## src/rtl/led_sequencer_if.sv

```systemverilog
// Board-side signal bundle for led_sequencer: raw switches/button in, LED bank and mode out.
// The sequencer takes the slave view; the board or testbench drives through the master view.
`timescale 1ns/1ps
interface led_sequencer_if;
   logic [7:0] switch;
   logic       btn;
   logic [7:0] led;
   logic [1:0] mode;

   modport master (output switch, output btn, input led, input mode);
   modport slave  (input switch, input btn, output led, output mode);
endinterface

```

## src/rtl/led_sequencer.sv

```systemverilog
// 8-LED bank sequencer: debounced button steps PASS/CHASE/BLINK/COUNT, prescaled tick paces animation.
// Build macro LED_PWM_EN adds a 16-slot PWM dimmer (PWM_DUTY on-slots) after the LED register.
`timescale 1ns/1ps
module led_sequencer #(
   parameter int TICK_DIV   = 12500000,
   parameter int DEB_CYCLES = 250000,
   parameter int PWM_DUTY   = 8
) (
   input  logic           clk,
   input  logic           rst_n,
   led_sequencer_if.slave bus
);
   localparam int TW = $clog2(TICK_DIV);
   localparam int DW = $clog2(DEB_CYCLES + 1);

   typedef enum logic [1:0] {
      S_PASS  = 2'd0,
      S_CHASE = 2'd1,
      S_BLINK = 2'd2,
      S_COUNT = 2'd3
   } state_t;

   if (TICK_DIV < 2 || DEB_CYCLES < 1 || PWM_DUTY < 0 || PWM_DUTY > 16) begin : g_param_check
      $error("led_sequencer: parameter out of range");
   end

   function automatic logic [7:0] rotl1(input logic [7:0] v);
      return {v[6:0], v[7]};
   endfunction

   // An all-dark chase would be invisible, so seed a single lit LED instead.
   function automatic logic [7:0] chase_seed(input logic [7:0] v);
      return (v == 8'h00) ? 8'h01 : v;
   endfunction

   logic [7:0]    r_sw_p0, r_sw_p1;
   logic          r_btn_p0, r_btn_p1;
   logic [7:0]    w_sw_s;
   logic          w_btn_s;
   logic [TW-1:0] r_tick_cnt;
   logic          w_tick;
   logic [DW-1:0] r_deb_cnt;
   logic          r_btn_db, r_btn_db_q;
   logic          r_rel_p0, r_rel_p1, r_armed;
   logic          w_deb_fire, w_adv;
   state_t        r_state, w_state_nxt;
   logic [7:0]    r_pat, w_pat_nxt;
   logic [7:0]    r_count, w_count_nxt;
   logic          r_shown, w_shown_nxt;
   logic [7:0]    r_led, w_led_nxt;

   // ---- stage p0/p1: two-flop synchronizers on the asynchronous board inputs
   always_ff @(posedge clk or negedge rst_n) begin
      if (!rst_n) begin
         r_sw_p0  <= 8'h00;
         r_sw_p1  <= 8'h00;
         r_btn_p0 <= 1'b0;
         r_btn_p1 <= 1'b0;
      end else begin
         r_sw_p0  <= bus.switch;
         r_sw_p1  <= r_sw_p0;
         r_btn_p0 <= bus.btn;
         r_btn_p1 <= r_btn_p0;
      end
   end

   assign w_sw_s  = r_sw_p1;
   assign w_btn_s = r_btn_p1;

   assign w_tick = (r_tick_cnt == TW'(TICK_DIV - 1));

   always_ff @(posedge clk or negedge rst_n) begin
      if (!rst_n) begin
         r_tick_cnt <= '0;
      end else if (w_tick) begin
         r_tick_cnt <= '0;
      end else begin
         r_tick_cnt <= r_tick_cnt + TW'(1);
      end
   end

   // ---- debounce: btn_db follows btn_s only after DEB_CYCLES consecutive mismatching samples
   assign w_deb_fire = (w_btn_s != r_btn_db) && (r_deb_cnt == DW'(DEB_CYCLES - 1));

   always_ff @(posedge clk or negedge rst_n) begin
      if (!rst_n) begin
         r_deb_cnt  <= '0;
         r_btn_db   <= 1'b0;
         r_btn_db_q <= 1'b0;
      end else begin
         r_btn_db_q <= r_btn_db;
         if (w_btn_s == r_btn_db) begin
            r_deb_cnt <= '0;
         end else if (w_deb_fire) begin
            r_deb_cnt <= '0;
            r_btn_db  <= w_btn_s;
         end else begin
            r_deb_cnt <= r_deb_cnt + DW'(1);
         end
      end
   end

   // A button held through reset release must be seen released before any press counts;
   // r_rel_p1 marks when the synchronizer holds real post-reset samples.
   always_ff @(posedge clk or negedge rst_n) begin
      if (!rst_n) begin
         r_rel_p0 <= 1'b0;
         r_rel_p1 <= 1'b0;
         r_armed  <= 1'b0;
      end else begin
         r_rel_p0 <= 1'b1;
         r_rel_p1 <= r_rel_p0;
         if (r_rel_p1 && !w_btn_s) begin
            r_armed <= 1'b1;
         end
      end
   end

   assign w_adv = r_btn_db & ~r_btn_db_q & r_armed;

   // ---- stage p2: mode FSM, pattern registers and the LED output register
   always_ff @(posedge clk or negedge rst_n) begin
      if (!rst_n) begin
         r_state <= S_PASS;
         r_pat   <= 8'h00;
         r_count <= 8'h00;
         r_shown <= 1'b1;
         r_led   <= 8'h00;
      end else begin
         r_state <= w_state_nxt;
         r_pat   <= w_pat_nxt;
         r_count <= w_count_nxt;
         r_shown <= w_shown_nxt;
         r_led   <= w_led_nxt;
      end
   end

   // A mode advance takes priority over a coincident tick; the new mode's entry action wins.
   always_comb begin
      w_state_nxt = r_state;
      w_pat_nxt   = r_pat;
      w_count_nxt = r_count;
      w_shown_nxt = r_shown;
      w_led_nxt   = r_led;
      if (w_adv) begin
         case (r_state)
            S_PASS: begin
               w_state_nxt = S_CHASE;
               w_pat_nxt   = chase_seed(w_sw_s);
            end
            S_CHASE: begin
               w_state_nxt = S_BLINK;
               w_pat_nxt   = w_sw_s;
               w_shown_nxt = 1'b1;
            end
            S_BLINK: begin
               w_state_nxt = S_COUNT;
               w_count_nxt = 8'h00;
            end
            S_COUNT: begin
               w_state_nxt = S_PASS;
            end
            default: ;
         endcase
      end else if (w_tick) begin
         case (r_state)
            S_CHASE: w_pat_nxt   = rotl1(r_pat);
            S_BLINK: w_shown_nxt = ~r_shown;
            S_COUNT: w_count_nxt = r_count + 8'd1;
            default: ;
         endcase
      end
      case (w_state_nxt)
         S_PASS:  w_led_nxt = w_sw_s;
         S_CHASE: w_led_nxt = w_pat_nxt;
         S_BLINK: w_led_nxt = w_shown_nxt ? w_pat_nxt : 8'h00;
         S_COUNT: w_led_nxt = w_count_nxt;
         default: w_led_nxt = 8'h00;
      endcase
   end

   assign bus.mode = r_state;

`ifdef LED_PWM_EN
   logic [3:0] r_pwm_cnt;
   logic [7:0] r_led_pwm;

   function automatic logic [7:0] pwm_gate(input logic [7:0] v, input logic [3:0] slot);
      return ({1'b0, slot} < 5'(PWM_DUTY)) ? v : 8'h00;
   endfunction

   // ---- stage p3: PWM dimming, one extra register of LED latency
   always_ff @(posedge clk or negedge rst_n) begin
      if (!rst_n) begin
         r_pwm_cnt <= 4'd0;
         r_led_pwm <= 8'h00;
      end else begin
         r_pwm_cnt <= r_pwm_cnt + 4'd1;
         r_led_pwm <= pwm_gate(r_led, r_pwm_cnt);
      end
   end

   assign bus.led = r_led_pwm;
`else
   assign bus.led = r_led;
`endif

endmodule

```

## src/flat_wrapper.sv

```systemverilog
// flat-port wrapper written by rule: the top's interface ports become plain ports
module led_sequencer_flat 
#(
   parameter int TICK_DIV   = 12500000,
   parameter int DEB_CYCLES = 250000,
   parameter int PWM_DUTY   = 8
)
  (clk, rst_n, bus_switch, bus_btn, bus_led, bus_mode);
  led_sequencer_if bus_i ();
  input  logic clk;
  input  logic rst_n;
  input wire logic [$bits(bus_i.switch)-1:0] bus_switch;
  input wire logic [$bits(bus_i.btn)-1:0] bus_btn;
  output wire logic [$bits(bus_i.led)-1:0] bus_led;
  output wire logic [$bits(bus_i.mode)-1:0] bus_mode;
  assign bus_i.switch = bus_switch;
  assign bus_i.btn = bus_btn;
  assign bus_led = bus_i.led;
  assign bus_mode = bus_i.mode;
  led_sequencer #(.TICK_DIV(TICK_DIV), .DEB_CYCLES(DEB_CYCLES), .PWM_DUTY(PWM_DUTY)) u_core (.clk(clk), .rst_n(rst_n), .bus(bus_i));
endmodule
```

## config.mk

```make
export PLATFORM = sky130hd
export DESIGN_NAME = led_sequencer_flat
export DESIGN_NICKNAME = d
export VERILOG_FILES = /design/src/rtl/led_sequencer_if.sv /design/src/rtl/led_sequencer.sv /design/src/flat_wrapper.sv
export SDC_FILE = /design/constraint.sdc
export NUM_CORES = 1
export LEC_CHECK = 0
export CORE_MARGIN = 10
export CORE_UTILIZATION = 55
export CTS_CLUSTER_SIZE = 40
export DETAILED_ROUTE_END_ITERATION = 8
export PLACE_DENSITY = 0.75
export RECOVER_POWER = 25
export SETUP_SLACK_MARGIN = 0.4
export SYNTH_ARGS = -nofsm -noshare
export SYNTH_HDL_FRONTEND = slang
export SYNTH_SLANG_ARGS = --single-unit
```

## constraint.sdc

```tcl
create_clock -name clk -period 5.44 [get_ports clk]
set_input_delay 0.816 -clock clk [delete_from_list [all_inputs] [get_ports clk]]
set_output_delay 0.816 -clock clk [all_outputs]
set_load 0.01 [all_outputs]
```

* Word level (Yosys, flattened, before mapping)
Index checks and enable logic that the tools add are counted.
Storage, ports and cells: logic and storage cells 61, input port bits 11, output and inout port bits 10, register bits after elaboration 92
Cells by class: add/sub/neg operators 3, bitwise logic cells 5, reduce and logical (&&, ||, !) cells 7, eq/ne operators 10, multiplexer cells 20
Operator list (number):
- $mux W8 | 9
- $mux W18 | 2
- $pmux W8 S4 | 1
- $add A24 B1 Y24 const B | 1
- $eq A24 B24 Y1 const B | 1
- $mux W24 | 1
- $add A18 B1 Y18 const B | 1
- $eq A18 B18 Y1 const B | 1
- $pmux W8 S2 | 1
- $add A8 B1 Y8 const B | 1
- $eq A2 B2 Y1 const B | 4
- $logic_not A8 Y1 | 1
- $pmux W2 S4 | 1
- $eq A2 B1 Y1 const B | 2
- $logic_not A2 Y1 | 2
- $mux W1 | 4
- $not A1 Y1 | 3
- $and A1 B1 Y1 | 2
- $logic_and A1 B1 Y1 | 2
- $mux W2 | 1
- $reduce_and A2 Y1 | 1
- $eq A1 B1 Y1 | 1
- $logic_not A1 Y1 | 1
- $ne A1 B1 Y1 | 1

* Logic depth before layout (Yosys ltp)
depth in word-level cells 6, mapped depth 10, depth with buffers taken out 10

* Least setup slack after synthesis
Ideal clock, no wire load.
kind register to register, start register u_core.r_tick_cnt[0], end register u_core.r_led[0], in the netlist u_core.bus.led[0], setup slack 3303 ps, path buffers 1, cell stages (with the launch flop) 9, library setup time 127 ps, arrival time 2010 ps, required time 5313 ps, period minus slack after synthesis 2137 ps, cells stage by stage dfrtp_1 > ha_1 > and4_1 > and4_1 > buf_2 > and4_1 > a221o_1 > a22oi_1 > o21ai_1
Between the ends: word-level cells in the longest chain between the ends 5, elaborated cells on any way between the ends 9, classes of those cells eq/ne: 1; mux: 8
RTL lines:
- from (decl) | RTL line led_sequencer.sv:40 | logic [TW-1:0] r_tick_cnt;
- from (signal assigned) | RTL line led_sequencer.sv:78 | r_tick_cnt <= r_tick_cnt + TW'(1);
- $eq A24 B24 Y1 * | RTL line led_sequencer.sv:70 | assign w_tick = (r_tick_cnt == TW'(TICK_DIV - 1));
- $mux W8 * | RTL line led_sequencer.sv:165 | end else if (w_tick) begin
- $mux W8 * | RTL line led_sequencer.sv:145 | if (w_adv) begin
- via u_core.w_pat_nxt[0] | RTL line led_sequencer.sv:47 | logic [7:0] r_pat, w_pat_nxt;
- $mux W8 | RTL line led_sequencer.sv:176 | S_BLINK: w_led_nxt = w_shown_nxt ? w_pat_nxt : 8'h00;
- $pmux W8 S4 * | RTL line led_sequencer.sv:173 | case (w_state_nxt)
- via u_core.w_led_nxt[0] | RTL line led_sequencer.sv:50 | logic [7:0] r_led, w_led_nxt;
- to (signal assigned) | RTL line led_sequencer.sv:134 | r_led <= w_led_nxt;
- to (decl) | RTL line led_sequencer.sv:50
Mark *: on every way through the listed nets, which the timed path passes. The rest lies on a longest branch. A chain may end at the register's enable or synchronous reset.

* Final worst setup path
start register u_core.r_tick_cnt[0], end register u_core.r_led[2], in the netlist u_core.bus.led[2]
Same word-level chain as after synthesis.

==> run summary <==
Area grow syn2layout = 12.24%
Area of the multi-input gates = 0.001713 mm2
Overall power = 0.001212 W
Period utilization = 47.23%
Hold Vio Cnt, Final = 0
Crit-path most repeated cell = and4_1
Max frequency = 389.2 MHz
Post-route ant nets = 0
Setup Skew = 6.603 ps
Pleak = 2.049 nW
Post-CTS Setup Bufs = 0
Synth warnings = 0
Via density = 5.552
Clk sinks = 92
Register area share after synthesis = 56.21%
CP endpoint kind = flop
Core area = 0.007253 mm2
Yosys cell types = 48
Arrival time worst endpoint = 2810 ps
Die Wd = 106.3 um
Max-Cap Viols = 1
PD cells = 263.6 mW/mm2
Avg Cell Area, Syn = 11.07 um2
Post-cts sizing count = 0
Register area = 0.002303 mm2
Die Area = 0.01130 mm2
Asr flop ratio synth = 100.0%
TritonCTS clock tree = done
Clk slew on worst S/H paths = 80 ps
Overall routing resource usage = 13.87%
Setup WS pre-CTS = 2892 ps
Failing checks = max-capacitance violations, max-slew violations
Most frequent cells in the layout = 91 x dfrtp_1, 48 x nor2_1, 29 x nand2_1, 25 x nand3_1, 22 x xor2_1
Post-Syn Area = 0.004098 mm2
Congestion Overflow GR = 0
First-pass iteration count of the detailed router = 4
Number of flops mapped to enable cells by yosys = 0
Logic pwr share = 3.2%
First-pass GRT wire length = 12980 um
DR iter-0 viols = 157
Vias = 2765
H-tree lvl count = 3
Drc violations = 0
CTS Buffer Depth = 2
IO Pins = 21
Synth Flop Type = dfrtp_1
# placed instances = 482
Worst skew pair latency = 360 ps
Port bufs = 20
Most common cell after layout, fill and taps aside = dfrtp_1
Slew HR = -29.96%
Synth top area share = 55.57%
Wire per inst = 14.85 um
Worst-Margin Slew = 1949 ps
Crit start category = flop
Worst min path class = reg2reg
Syn Inst Count = 370
HPWL after detailed placement = 5269 um
Clock Power Share = 38.9%
Clock buffer count from CTS = 9
Synthesized flop and latch total = 92
Rows = 31
Status = finished, violations left
CP max FO = 12
Setup Crit Path Kind = reg2reg
Largest net degree at the start of global routing = 55
Filler Cell Count = 603
Max incr delay on CP = 530 ps
GPL Wtd Cong = 0.8751
Initial antenna violation count = 0
CP Cell Sequence = ha_1, and4_1, and4_1, nand4_2, o22a_1, o21a_1, a221o_1
Detailed Route WL = 7397 um
Net Sw Power = 0.0002494 W
Initial core utilization = 56.49%
Vias in the first global route = 2806
CP Data Required Time = 5680 ps
Synth top area cells = dfrtp_1 56%, xor2_1 4.7%, nor2_1 4.4%, xnor2_1 3.2%, nand3_1 3.1%
Die Span Y = 106.3 um
Yosys top cell by area = dfrtp_1
Worst vdd ir = 0.1221 mV
Clk root buf = clkbuf_8
Share of cells above drive strength 1 = 6.767%
Final setup viols = 0
Post-route insts no fill = 498
Final setup TNS = 0 ps
RSZ-0062 raised after global routing = no
CP max-delay cell = and4_1
Hold buffers post-CTS = 0
Syn_nets = 388
Fin. max-slew vios = 40
Diodes inserted = 0
Net Sw Frac = 20.57%
Final min period = 2570 ps
Nets@finish = 412
Internal = 0.0009628 W
Final worst slack = 2870 ps
Flop pwr share = 57.9%
worst paths after layout:
check,startpoint,to,slack [ps],cells after the start
worst max-delay path,u_core.r_tick_cnt[0],u_core.bus.led[2],2870,7
worst min-delay path,u_core.r_sw_p0[0],u_core.r_sw_p1[0],350,0
worst max register to register,u_core.r_tick_cnt[0],u_core.bus.led[2],2870,7
worst min register to register,u_core.r_sw_p0[0],u_core.r_sw_p1[0],350,0
max in group asynchronous,rst_n,u_core.r_tick_cnt[3],2920,2
min in group asynchronous,rst_n,u_core.bus.led[4],1000,1
cell type report:
cell class | instances | share of cell area, %
flip-flops and latches | 92 | 50.08
multi-input cells | 259 | 37.24
repair buffers | 22 | 4.543
clock buffers | 13 | 3.672
well taps | 99 | 2.693
clock inverters | 3 | 0.9521
inverters | 10 | 0.8161
synth_stat cells, drive strengths merged (5+ instances only):
library cell  count
and3              7
mux2i             7
nand4             9
inv              10
xor2             22
xnor2            15
o21ai             6
nand3            25
a22oi             5
or3               5
nand2            29
o21a             10
o22a              7
buf               6
ha                7
and4              8
dfrtp            91
nor2             48
o221ai            5
nor3              7
worst max-delay path: cells and delay by family, from the launching register on:
kind | cells | cell delay (ps)
and+or+nand+nor | 3 | 1100
AOI/OAI and AO/OA | 3 | 730
DFF | 1 | 410
adders and majority gates | 1 | 220
metrics by stage:
stage | util [%] | hold WS [ps] | area, um2
final | 63.41 | 351.4 | 4599
after global routing | 63.41 | 357.9 | 4599
after CTS | 63.46 | 354.9 | 4603
after detailed placement | 60.53 | 334.7 | 4390
after global placement | 60.53 | 332.1 | 4390
after floorplan | - | 331.2 | 4098
sequential cells by signal, indices dropped and copies added (netlist names):
| register | count |
|---|---|
| u_core.r_pat | 8 |
| u_core.r_deb_cnt | 18 |
| u_core.r_sw_p0 | 8 |
| u_core.r_btn_db | 1 |
| u_core.bus.led | 8 |
| u_core.r_rel_p1 | 1 |
| u_core.r_rel_p0 | 1 |
| u_core.r_count | 8 |
| u_core.bus.mode | 2 |
| u_core.r_tick_cnt | 24 |
| u_core.r_sw_p1 | 8 |
| u_core.r_shown | 1 |
| u_core.r_armed | 1 |
| u_core.r_btn_p1 | 1 |
| u_core.r_btn_db_q | 1 |
| u_core.r_btn_p0 | 1 |
kinds of logic (layout without fill, tap and decap cells):
| family | Yosys count | count (layout) | synth area share, % |
|---|---|---|---|
| buffers and inverters | 19 | 48 | 1.985 |
| multiplexers | 8 | 8 | 1.985 |
| AND/OR/NAND/NOR | 157 | 157 | 20.27 |
| flip-flops | 92 | 92 | 56.21 |
| other | 1 | 1 | 0.09152 |
| adder cells (fa/ha/maj) | 7 | 7 | 2.137 |
| AO/OA/AOI/OAI | 49 | 49 | 9.404 |
| XOR/XNOR | 37 | 37 | 7.908 |
layer usage:
layer / vias to the layer above / GRT usage, % / share of wire, %
met5: - / 0 / 0
met4: 0 / 4.642 / 1.1
met3: 8 / 4.589 / 4.7
met2: 52 / 22.61 / 49
met1: 1350 / 16.98 / 45
li1: 1355 / - / -
power groups by stage:
stage	registers (W)	logic [W]	clock network, W
after floorplan	0.000715	0.0000105	0
after global placement	0.000715	0.0000403	0
after detailed placement	0.000715	0.0000409	0
after CTS	0.000701	0.0000409	0.000486
after global routing	0.000703	0.0000451	0.000515
final	0.000701	0.0000390	0.000472
Power figures use the tool's default switching activity.
